**config.mk**
```make
export PLATFORM = sky130hd
export DESIGN_NAME = uart_rx_fifo_ctrl
export DESIGN_NICKNAME = d
export VERILOG_FILES = /design/src/rtl/uart_rx_fifo_ctrl.sv
export SDC_FILE = /design/constraint.sdc
export NUM_CORES = 1
export LEC_CHECK = 0
export BUFFER_PORTS_ARGS = -buffer_cell sky130_fd_sc_hd__buf_2
export CORE_MARGIN = 4
export CORE_UTILIZATION = 60
export DETAILED_ROUTE_END_ITERATION = 12
export PLACE_DENSITY_LB_ADDON = 0.2
export RECOVER_POWER = 25
export SYNTH_ARGS = -nofsm -noshare
export SYNTH_HDL_FRONTEND = slang
export SYNTH_SLANG_ARGS = --single-unit
```
**constraint.sdc**
```tcl
create_clock -name Clk -period 6.5 [get_ports Clk]
set_clock_uncertainty 0.2 [all_clocks]
set_input_delay 0.325 -clock Clk [delete_from_list [all_inputs] [get_ports Clk]]
set_output_delay 0.325 -clock Clk [all_outputs]
set_load 0.005 [all_outputs]
```
**src/rtl/uart_rx_fifo_ctrl.sv**
```systemverilog
`timescale 1ns/1ps
`default_nettype none
// ============================================================================
// Module      : uart_rx_fifo_ctrl
// Description : UART receive-side buffer controller. First-word-fall-through
//               FIFO of 9-bit entries ({error, data[7:0]}), occupancy count,
//               sticky overrun flag, threshold interrupt and the character
//               timeout timer used by the host to drain a partially filled
//               FIFO.
//
// Ports       : Clk, Rst          clock, synchronous active-high reset
//               CE_16x            one-cycle enable at 16x the bit rate
//               Len/NumStop/ParEn frame format (sets the timeout limit)
//               RxIdle            receiver state machine is idle
//               WE_RHR, RD        write strobe and character from receiver
//               RE_RHR            host pop strobe
//               FIFO_Clr          flush FIFO and clear flags
//               RxThr             interrupt threshold select
//               RHR               head of FIFO (valid while RxRdy)
//               RxRdy/RxFull      not-empty / full
//               RxCnt             occupancy, 0..DEPTH
//               RxOvr             sticky overrun
//               RxInt             occupancy at or above threshold
//               RxTO              character timeout
// Revision    : 1.0 - initial release
// ============================================================================
module uart_rx_fifo_ctrl #(
  parameter int DEPTH_LOG2 = 4
) (
  input  logic                  Clk,
  input  logic                  Rst,
  input  logic                  CE_16x,
  input  logic                  Len,
  input  logic                  NumStop,
  input  logic                  ParEn,
  input  logic                  RxIdle,
  input  logic                  WE_RHR,
  input  logic [8:0]            RD,
  input  logic                  RE_RHR,
  input  logic                  FIFO_Clr,
  input  logic [1:0]            RxThr,
  output logic [8:0]            RHR,
  output logic                  RxRdy,
  output logic                  RxFull,
  output logic [DEPTH_LOG2:0]   RxCnt,
  output logic                  RxOvr,
  output logic                  RxInt,
  output logic                  RxTO
);

  localparam int DEPTH = 1 << DEPTH_LOG2;
  localparam int CW    = DEPTH_LOG2 + 1;
  localparam logic [CW-1:0] FULL_CNT = CW'(DEPTH);

  // Storage (not reset) and control state
  logic [8:0]            mem_q [DEPTH];
  logic [DEPTH_LOG2-1:0] wp_q, wp_d;
  logic [DEPTH_LOG2-1:0] rp_q, rp_d;
  logic [CW-1:0]         cnt_q, cnt_d;
  logic                  ovr_q, ovr_d;
  logic                  to_q, to_d;
  logic [9:0]            tmr_q, tmr_d;
  logic [8:0]            rhr_q, rhr_d;

  logic                  rd_acc;
  logic                  wr_acc;
  logic                  ovr_evt;
  logic [3:0]            frame_bits;
  logic [9:0]            to_limit;
  logic [CW-1:0]         thr_lvl;

  // A full FIFO still accepts a write when a pop frees a slot in the same cycle.
  assign rd_acc  = RE_RHR && (cnt_q != '0);
  assign wr_acc  = WE_RHR && ((cnt_q != FULL_CNT) || rd_acc);
  assign ovr_evt = WE_RHR && (cnt_q == FULL_CNT) && !rd_acc;

  // Timeout limit is four character times: 64 ticks of CE_16x per frame bit.
  assign frame_bits = 4'd1 + (Len ? 4'd8 : 4'd7) + {3'b000, ParEn} + (NumStop ? 4'd2 : 4'd1);
  assign to_limit   = {frame_bits, 6'b00_0000};

  always_comb begin
    thr_lvl = CW'(1);
    case (RxThr)
      2'd0:    thr_lvl = CW'(1);
      2'd1:    thr_lvl = CW'(DEPTH / 4);
      2'd2:    thr_lvl = CW'(DEPTH / 2);
      default: thr_lvl = CW'(DEPTH - 2);
    endcase
  end

  always_comb begin
    wp_d  = wp_q;
    rp_d  = rp_q;
    cnt_d = cnt_q;
    ovr_d = ovr_q | ovr_evt;
    tmr_d = tmr_q;
    to_d  = to_q;
    rhr_d = rhr_q;

    if (wr_acc) wp_d = wp_q + 1'b1;
    if (rd_acc) rp_d = rp_q + 1'b1;

    case ({wr_acc, rd_acc})
      2'b10:   cnt_d = cnt_q + CW'(1);
      2'b01:   cnt_d = cnt_q - CW'(1);
      default: cnt_d = cnt_q;
    endcase

    // Timer restarts on any FIFO activity and stays parked while empty.
    if (rd_acc || wr_acc || (cnt_q == '0)) begin
      tmr_d = '0;
      to_d  = 1'b0;
    end else begin
      if (CE_16x && RxIdle && (tmr_q < to_limit)) tmr_d = tmr_q + 10'd1;
      // Compare against the next count so the flag registers on the same
      // edge the counter reaches the limit.
      to_d = to_q | (tmr_d >= to_limit);
    end

    // Next head: when the new read pointer lands on the slot being written
    // this cycle the array does not hold it yet, so bypass RD.
    // With nothing left to show, the last head is simply held.
    if (cnt_d != '0) begin
      if (wr_acc && (rp_d == wp_q)) rhr_d = RD;
      else                          rhr_d = mem_q[rp_d];
    end

    // Flush wins over any same-cycle read or write.
    if (FIFO_Clr) begin
      wp_d  = '0;
      rp_d  = '0;
      cnt_d = '0;
      ovr_d = 1'b0;
      tmr_d = '0;
      to_d  = 1'b0;
    end
  end

  always_ff @(posedge Clk) begin
    if (Rst) begin
      wp_q  <= '0;
      rp_q  <= '0;
      cnt_q <= '0;
      ovr_q <= 1'b0;
      tmr_q <= '0;
      to_q  <= 1'b0;
      rhr_q <= '0;
    end else begin
      wp_q  <= wp_d;
      rp_q  <= rp_d;
      cnt_q <= cnt_d;
      ovr_q <= ovr_d;
      tmr_q <= tmr_d;
      to_q  <= to_d;
      rhr_q <= rhr_d;
    end
  end

  always_ff @(posedge Clk) begin
    if (wr_acc && !FIFO_Clr) mem_q[wp_q] <= RD;
  end

  assign RHR    = rhr_q;
  assign RxCnt  = cnt_q;
  assign RxRdy  = (cnt_q != '0);
  assign RxFull = (cnt_q == FULL_CNT);
  assign RxOvr  = ovr_q;
  assign RxTO   = to_q;
  assign RxInt  = (cnt_q >= thr_lvl);

endmodule
`default_nettype wire

```
# Word level (Yosys, flattened, before mapping)
# Memories as Yosys holds them, arrays and structs flattened.
# Index checks and enable logic that the tools add are counted.
dict set report word_totals {
  ff_bits 34
  ramBits 144
  input_bits 21
  out_inout_bits 19
  memories 1
}
# memory words word_bits rd rd_clocked_by_memory_dff wr line
set memory_table {}
lappend memory_table {mem_q 16 9 1 0 1 56} ;# logic [8:0] mem_q [DEPTH];
dict set report classes {
  add_sub_neg 8
  magnitude_cmp 3
  n_eq_ne 7
  n_mux 10
  bitwise_logic 2
  n_reduce_logical 19
}
# op count
set ops {}
lappend ops {{10-bit two-way mux} 2}
lappend ops {{4-bit case mux with 3 select lines} 1}
lappend ops {{10-bit by 1-bit adder with 10-bit output (second input constant)} 1}
lappend ops {{10-bit greater-or-equal comparator} 1}
lappend ops {{10-bit < comparator} 1}
lappend ops {{5-bit case mux with 2 select lines} 1}
lappend ops {{5-bit nonzero test} 2}
lappend ops {{9-bit two-way mux} 1}
lappend ops {{4-bit by 1-bit adder with 4-bit output (second input constant)} 2}
lappend ops {{1-bit logical AND} 8}
lappend ops {{4-bit two-way mux} 2}
lappend ops {{5-bit by 1-bit adder with 5-bit output (second input constant)} 1}
lappend ops {{5-bit equality test (second input constant)} 1}
lappend ops {{5-bit greater-or-equal comparator} 1}
lappend ops {{5-bit zero test} 1}
lappend ops {{5-bit inequality test (second input constant)} 1}
lappend ops {{5-bit by 1-bit subtractor with 5-bit output (second input constant)} 1}
lappend ops {{1-bit by 4-bit adder with 4-bit output (first input constant)} 1}
lappend ops {{4-bit by 1-bit adder with 4-bit output} 1}
lappend ops {{4-bit by 2-bit adder with 4-bit output} 1}
lappend ops {{2-bit by 1-bit equality test with 1-bit output (second input constant)} 2}
lappend ops {{2-bit equality test (second input constant)} 2}
lappend ops {{4-bit equality test} 1}
lappend ops {{1-bit logical OR} 3}
lappend ops {{other kinds (7)} 10}

# Depth between registers and ports, before layout
dict set report logic_depth {
  word_depth 10
  depth_mapped 19
}

# Least setup slack after synthesis
# No wires, ideal clock.
dict set report synth_timing {
  kind {input to register}
  startpoint {input port ParEn}
  endpoint {register to_q, in the netlist RxTO}
  setup_time_ns 0.074
  arrival_ns 4.160
  setup_slack_ns 2.066
  stages 19
  path_buffers 0
  path_cell_list {inv_1 -> ha_1 -> inv_1 -> ha_1 -> inv_1 -> fa_1 -> ha_1 -> a21o_1 -> maj3_1 -> maj3_2 -> nor2_1 -> and4_1 -> xor2_1 -> ha_1 -> nand2_1 -> nor3b_1 -> mux2i_1 -> a2111o_1 -> a31oi_1}
}
dict set report synth_between {
  elab_chain_len 8
}
# item line
set synth_rtl {}
lappend synth_rtl {{start, declared} 35} ;# input logic ParEn,
lappend synth_rtl {{4-bit by 1-bit adder with 4-bit output (*)} 78} ;# assign frame_bits = 4'd1 + (Len ? 4'd8 : 4'd7) + {3'b000, ParEn} + (NumStop ? 4'd2 : 4'd1);
lappend synth_rtl {{4-bit by 2-bit adder with 4-bit output (*)} 78}
lappend synth_rtl {{10-bit < comparator} 114} ;# if (CE_16x && RxIdle && (tmr_q < to_limit)) tmr_d = tmr_q + 10'd1;
lappend synth_rtl {{1-bit logical AND} 114}
lappend synth_rtl {{10-bit two-way mux} 114}
lappend synth_rtl {{10-bit two-way mux} 110} ;# if (rd_acc || wr_acc || (cnt_q == '0)) begin
lappend synth_rtl {{10-bit greater-or-equal comparator (*)} 117} ;# to_d = to_q | (tmr_d >= to_limit);
lappend synth_rtl {{1-bit bitwise OR (*)} 117}
lappend synth_rtl {{end signal, assigned} 154} ;# to_q <= to_d;
lappend synth_rtl {{end, declared} 61} ;# logic to_q, to_d;
# Every way passes the cells marked *; elsewhere a longest branch is shown, timed or not. The select of a mux whose other input is x is not followed.
# A chain may end at the register's enable or synchronous reset.

# Final worst setup path
dict set report layout_timing {
  startpoint {input port NumStop}
  endpoint {register to_q, in the netlist RxTO}
}
dict set report layout_between {
  elab_chain_len 8
}
# item line
set layout_rtl {}
lappend layout_rtl {{start, declared} 34} ;# input logic NumStop,
lappend layout_rtl {{2-bit two-way mux (*)} 78}
lappend layout_rtl {{4-bit by 2-bit adder with 4-bit output (*)} 78}
lappend layout_rtl {{10-bit < comparator} 114}
lappend layout_rtl {{1-bit logical AND} 114}
lappend layout_rtl {{10-bit two-way mux} 114}
lappend layout_rtl {{10-bit two-way mux} 110}
lappend layout_rtl {{10-bit greater-or-equal comparator (*)} 117}
lappend layout_rtl {{1-bit bitwise OR (*)} 117}
# Marks and branches as above.

==> flow_summary.html <==
<table>
<tr><th>Metric</th><th>Value</th></tr>
<tr><th colspan="2">Timing</th></tr>
<tr><td>Period minus WS final</td><td>4.61 ns</td></tr>
<tr><td>Transition at the pin with the smallest max-transition slack</td><td>1.11 ns</td></tr>
<tr><td>Worst rel slew slack</td><td>25.9%</td></tr>
<tr><td>Timing-limited maximum frequency</td><td>between 200 and 250 MHz</td></tr>
<tr><td>Period utilization</td><td>70.9%</td></tr>
<tr><td>Number of endpoints with negative hold slack in the final report</td><td>0</td></tr>
<tr><td>Final Setup Violations</td><td>0</td></tr>
<tr><td>Final hold slack</td><td>~0.11 ns</td></tr>
<tr><td>Max Transition Viols Final</td><td>0</td></tr>
<tr><td>Post-route setup TNS</td><td>0 ns</td></tr>
<tr><td>Unrepaired setup endpoints after global routing</td><td>false</td></tr>
<tr><th colspan="2">Power</th></tr>
<tr><td>Total Power Consumption</td><td>2.53 mW</td></tr>
<tr><td>Pwr dens</td><td>286 nW/um2</td></tr>
<tr><td>Share of power burned in combinational logic</td><td>7.8%</td></tr>
<tr><td>Switching power of the nets</td><td>547 uW</td></tr>
<tr><td>Fraction of power consumed by the clock network</td><td>42.4%</td></tr>
<tr><td>Net switching share of the total power</td><td>21.7%</td></tr>
<tr><td>Static Leak</td><td>3.29 nW</td></tr>
<tr><td>Share of total power in sequential cells</td><td>49.8%</td></tr>
<tr><td>Max IR drop VDD</td><td>roughly 0.23 mV</td></tr>
<tr><td>Cell internal pwr</td><td>between 1.5 and 2 mW</td></tr>
<tr><th colspan="2">Die</th></tr>
<tr><td>Die Ht</td><td>122 um</td></tr>
<tr><td>Die Outline Area</td><td>between 10,000 and 15,000 um2</td></tr>
<tr><td>Initial standard-cell utilization of the core</td><td>about three fifths</td></tr>
<tr><td>Core outline area</td><td>12,700 um2</td></tr>
<tr><td>Die X</td><td>122 um</td></tr>
<tr><td>I/O pin cnt</td><td>40</td></tr>
<tr><td>Cell row count</td><td>41</td></tr>
<tr><th colspan="2">Placement</th></tr>
<tr><td>Final HPWL from detailed placement</td><td>9950 um</td></tr>
<tr><td>Count of buffers from port buffering</td><td>39</td></tr>
<tr><td>Final RePlAce weighted congestion</td><td>0.869</td></tr>
<tr><th colspan="2">Yosys</th></tr>
<tr><td>Fraction of synthesized cell area taken by the top area cell type</td><td>a little under three fifths</td></tr>
<tr><td>Fraction of the yosys area taken by sequential cells</td><td>63.9%</td></tr>
<tr><td>EDFF count, synth</td><td>around 140</td></tr>
<tr><td>Asr flop ratio synth</td><td>0%</td></tr>
<tr><td>Leading register cell type out of synthesis</td><td>edfxtp_1</td></tr>
<tr><td>Post-synth design cell area</td><td>7830 um2</td></tr>
<tr><td>Most repeated cell in the gate-level netlist after synthesis</td><td>edfxtp_1</td></tr>
<tr><td>Number of unique standard cell types used by synthesis</td><td>58</td></tr>
<tr><td>Top post-synthesis cells by area</td><td>edfxtp_1 (55%), dfxtp_1 (8.7%), mux4_2 (5.2%), ha_1 (3.5%), nand2_1 (3.4%)</td></tr>
<tr><td>Syn. warnings</td><td>0</td></tr>
<tr><td>Cell types with the highest counts after synthesis</td><td>edfxtp_1 (144), nand2_1 (70), nor2_1 (45)</td></tr>
<tr><td>Total nets after synthesis</td><td>616</td></tr>
<tr><td>Average cell area after synthesis</td><td>around 14 um2</td></tr>
<tr><td>Register bit total from synthesis</td><td>178</td></tr>
<tr><td>Number of instances in the synthesized netlist</td><td>571</td></tr>
<tr><td>Cell accounting for the most synthesized area</td><td>edfxtp_1</td></tr>
<tr><th colspan="2">Critical path</th></tr>
<tr><td>Largest fanout on the critical path</td><td>10</td></tr>
<tr><td>R2R depth</td><td>13</td></tr>
<tr><td>Flop2flop setup slack</td><td>around 2.4 ns</td></tr>
<tr><td>Start of the worst register-to-register path</td><td>RxCnt[1]</td></tr>
<tr><td>Sort of element at the end of the critical path</td><td>flip-flop</td></tr>
<tr><td>Worst path required time</td><td>6.65 ns</td></tr>
<tr><td>Worst EP arrival</td><td>about 4.8 ns</td></tr>
<tr><td>Crit path kind</td><td>primary input to flip-flop</td></tr>
<tr><td>Critical register-to-register path endpoint</td><td>RHR[4]</td></tr>
<tr><td>CP startpoint kind</td><td>primary input</td></tr>
<tr><th colspan="2">Route</th></tr>
<tr><td>Total via count in the routed design</td><td>~4.8k</td></tr>
<tr><td>Final routed wirelength across all metal layers</td><td>~16,000 um</td></tr>
<tr><td>Antenna Violating Nets Remaining</td><td>0</td></tr>
<tr><td>Initial detailed-routing violation count</td><td>365</td></tr>
<tr><td>Number of vias per cell</td><td>roughly 5.9</td></tr>
<tr><td>DRC viols</td><td>0</td></tr>
<tr><td>Drt wl/cell</td><td>19.6 um</td></tr>
<tr><td>Detailed-routing iteration count for the pre-antenna-repair pass</td><td>4</td></tr>
<tr><th colspan="2">GRT</th></tr>
<tr><td>Via count of the first global-routing pass</td><td>4,713</td></tr>
<tr><td>Maximum number of pins on one net before global-route repair</td><td>38</td></tr>
<tr><td>Wire length of the first global-routing pass</td><td>25,400 um</td></tr>
<tr><td>Initial antenna violation count</td><td>0</td></tr>
<tr><td>Grt total ovfl</td><td>0</td></tr>
<tr><td>Global-route usage over all layers</td><td>22.6%</td></tr>
<tr><th colspan="2">Flow run</th></tr>
<tr><td>Max-cap check violation count</td><td>0</td></tr>
<tr><th colspan="2">Clock network</th></tr>
<tr><td>Max Root-Sink Buffers</td><td>2</td></tr>
<tr><td>Post-CTS Repair Setup Buffers</td><td>0</td></tr>
<tr><td>Root buffer cell</td><td>clkbuf_16</td></tr>
<tr><td>Sink Count</td><td>178</td></tr>
<tr><td>CTS tree</td><td>done</td></tr>
<tr><td>TritonCTS buffer count</td><td>17</td></tr>
<tr><td>Clock-pin slew on the worst setup and hold paths</td><td>about 0.07 ns</td></tr>
<tr><td>Number of gates given a new drive strength after cts</td><td>0</td></tr>
<tr><td>Clk Latency, worst-skew pair</td><td>0.43 ns</td></tr>
<tr><td>Max H-tree Level</td><td>4</td></tr>
<tr><th colspan="2">Outcome</th></tr>
<tr><td>Run status</td><td>finished, final reports clean</td></tr>
<tr><th colspan="2">Worst hold path</th></tr>
<tr><td>Startpoint of the most critical hold path</td><td>RD[3]</td></tr>
<tr><td>Worst hold path depth</td><td>1</td></tr>
<tr><td>Path category of the worst min-delay check</td><td>primary input to flip-flop</td></tr>
<tr><td>Destination of the worst hold path</td><td>mem_q[15][3]</td></tr>
<tr><th colspan="2">Cells and area</th></tr>
<tr><td>Layout Nets</td><td>between 600 and 700</td></tr>
<tr><td>FILL cells</td><td>898</td></tr>
<tr><td>Diode count</td><td>0</td></tr>
<tr><td>Area growth from synthesis to final layout</td><td>12.9%</td></tr>
<tr><td>Share of cells above drive strength 1</td><td>17.9%</td></tr>
</table>
[repair_timing]
action | CTS | global route
endpoints found under the hold margin | 1 | 0
hold buffers | 1 | 0
setup endpoints to repair | 0 | 0
[critical path, cell delays in order]
cell and delay, ns:
buf_2 0.12, ha_1 0.28, inv_1 0.05, ha_1 0.16, inv_1 0.06, fa_1 0.48, ha_1 0.29, a21o_1 0.16
maj3_1 0.34, maj3_2 0.40, nor2_1 0.49, and4_1 0.29, xor2_1 0.08, ha_1 0.30, nand2_1 0.08, nor3b_1 0.23
mux2i_1 0.11, a2111o_1 0.37, a31oi_1 0.14
[logic make-up after synthesis]
| logic type | Yosys count | synth area share [%] |
|---|---|---|
| flops | 178 | 63.9 |
| xor+xnor | 24 | 2.88 |
| buf+inv | 44 | 2.64 |
| fa+ha+maj | 27 | 4.43 |
| simple gates | 200 | 12.3 |
| mux | 41 | 8.18 |
| compound gates | 57 | 5.67 |
[layer usage]
metal  vias up  wire length (um)  track usage [%]
li1       2221                 -                -
met1      2360              6850             31.5
met2       142              7680             35.6
met3        27               854             4.42
met4         0               333             8.61
met5         -                 0                0
[registers in the layout, summed over array words and instances, names as in the netlist]
| signal | count |
|---|---|
| mem_q | 144 |
| tmr_q | 10 |
| RHR | 9 |
| RxCnt | 5 |
| rp_q | 4 |
| wp_q | 4 |
| RxOvr | 1 |
| RxTO | 1 |
[placed cells by master (no fill, tap or decap), types with 18 or more instances in the layout]
master and count:
a21oi_1 18, buf_2 33, dfxtp_1 34, edfxtp_1 144, ha_1 22, inv_1 23, mux2i_1 21, mux4_2 18
nand2_1 70, nand3_1 22, nor2_1 45
[per-stage QoR]
step	instances	utilization [%]	cell area (um2)	setup WS, ns
6_report	802	69.5	8840	1.89
5_1_grt	802	69.5	8840	1.61
4_1_cts	802	69.5	8850	1.93
3_5_place_dp	769	64.5	8210	1.56
3_3_place_gp	769	64.5	8210	1.74
2_1_floorplan	571	-	7830	2.07
[worst max-delay path by stage]
| stage | from | endpoint | slack [ns] | cells after the start |
|---|---|---|---|---|
| 6_report | NumStop | RxTO | 1.89 | 19 |
| 5_1_grt | NumStop | RxTO | 1.61 | 19 |
| 4_1_cts | NumStop | RxTO | 1.93 | 19 |
| 3_5_place_dp | NumStop | RxTO | 1.56 | 19 |
| 3_3_place_gp | NumStop | RxTO | 1.74 | 19 |
| 2_1_floorplan | ParEn | RxTO | 2.07 | 19 |
[power groups by stage]
stage / registers (mW) / logic [mW] / clock network [mW]
floorplan: 1.28 / 0.135 / 0
global placement: 1.28 / 0.189 / 0
detailed placement: 1.28 / 0.198 / 0
CTS: 1.26 / 0.200 / 1.09
global route: 1.26 / 0.219 / 1.13
finish: 1.26 / 0.198 / 1.07
[cell type report]
class / count / area [um2] / area share (%)
sequential: 178 / 5000 / 56.6
inverter: 23 / 86.3 / 0.977
clock inverter: 10 / 146 / 1.66
tap: 172 / 215 / 2.43
clock buffer: 22 / 484 / 5.48
timing repair buffer: 48 / 258 / 2.92
multi-input combinational: 349 / 2640 / 29.9
(Power assumes the default switching activity.)
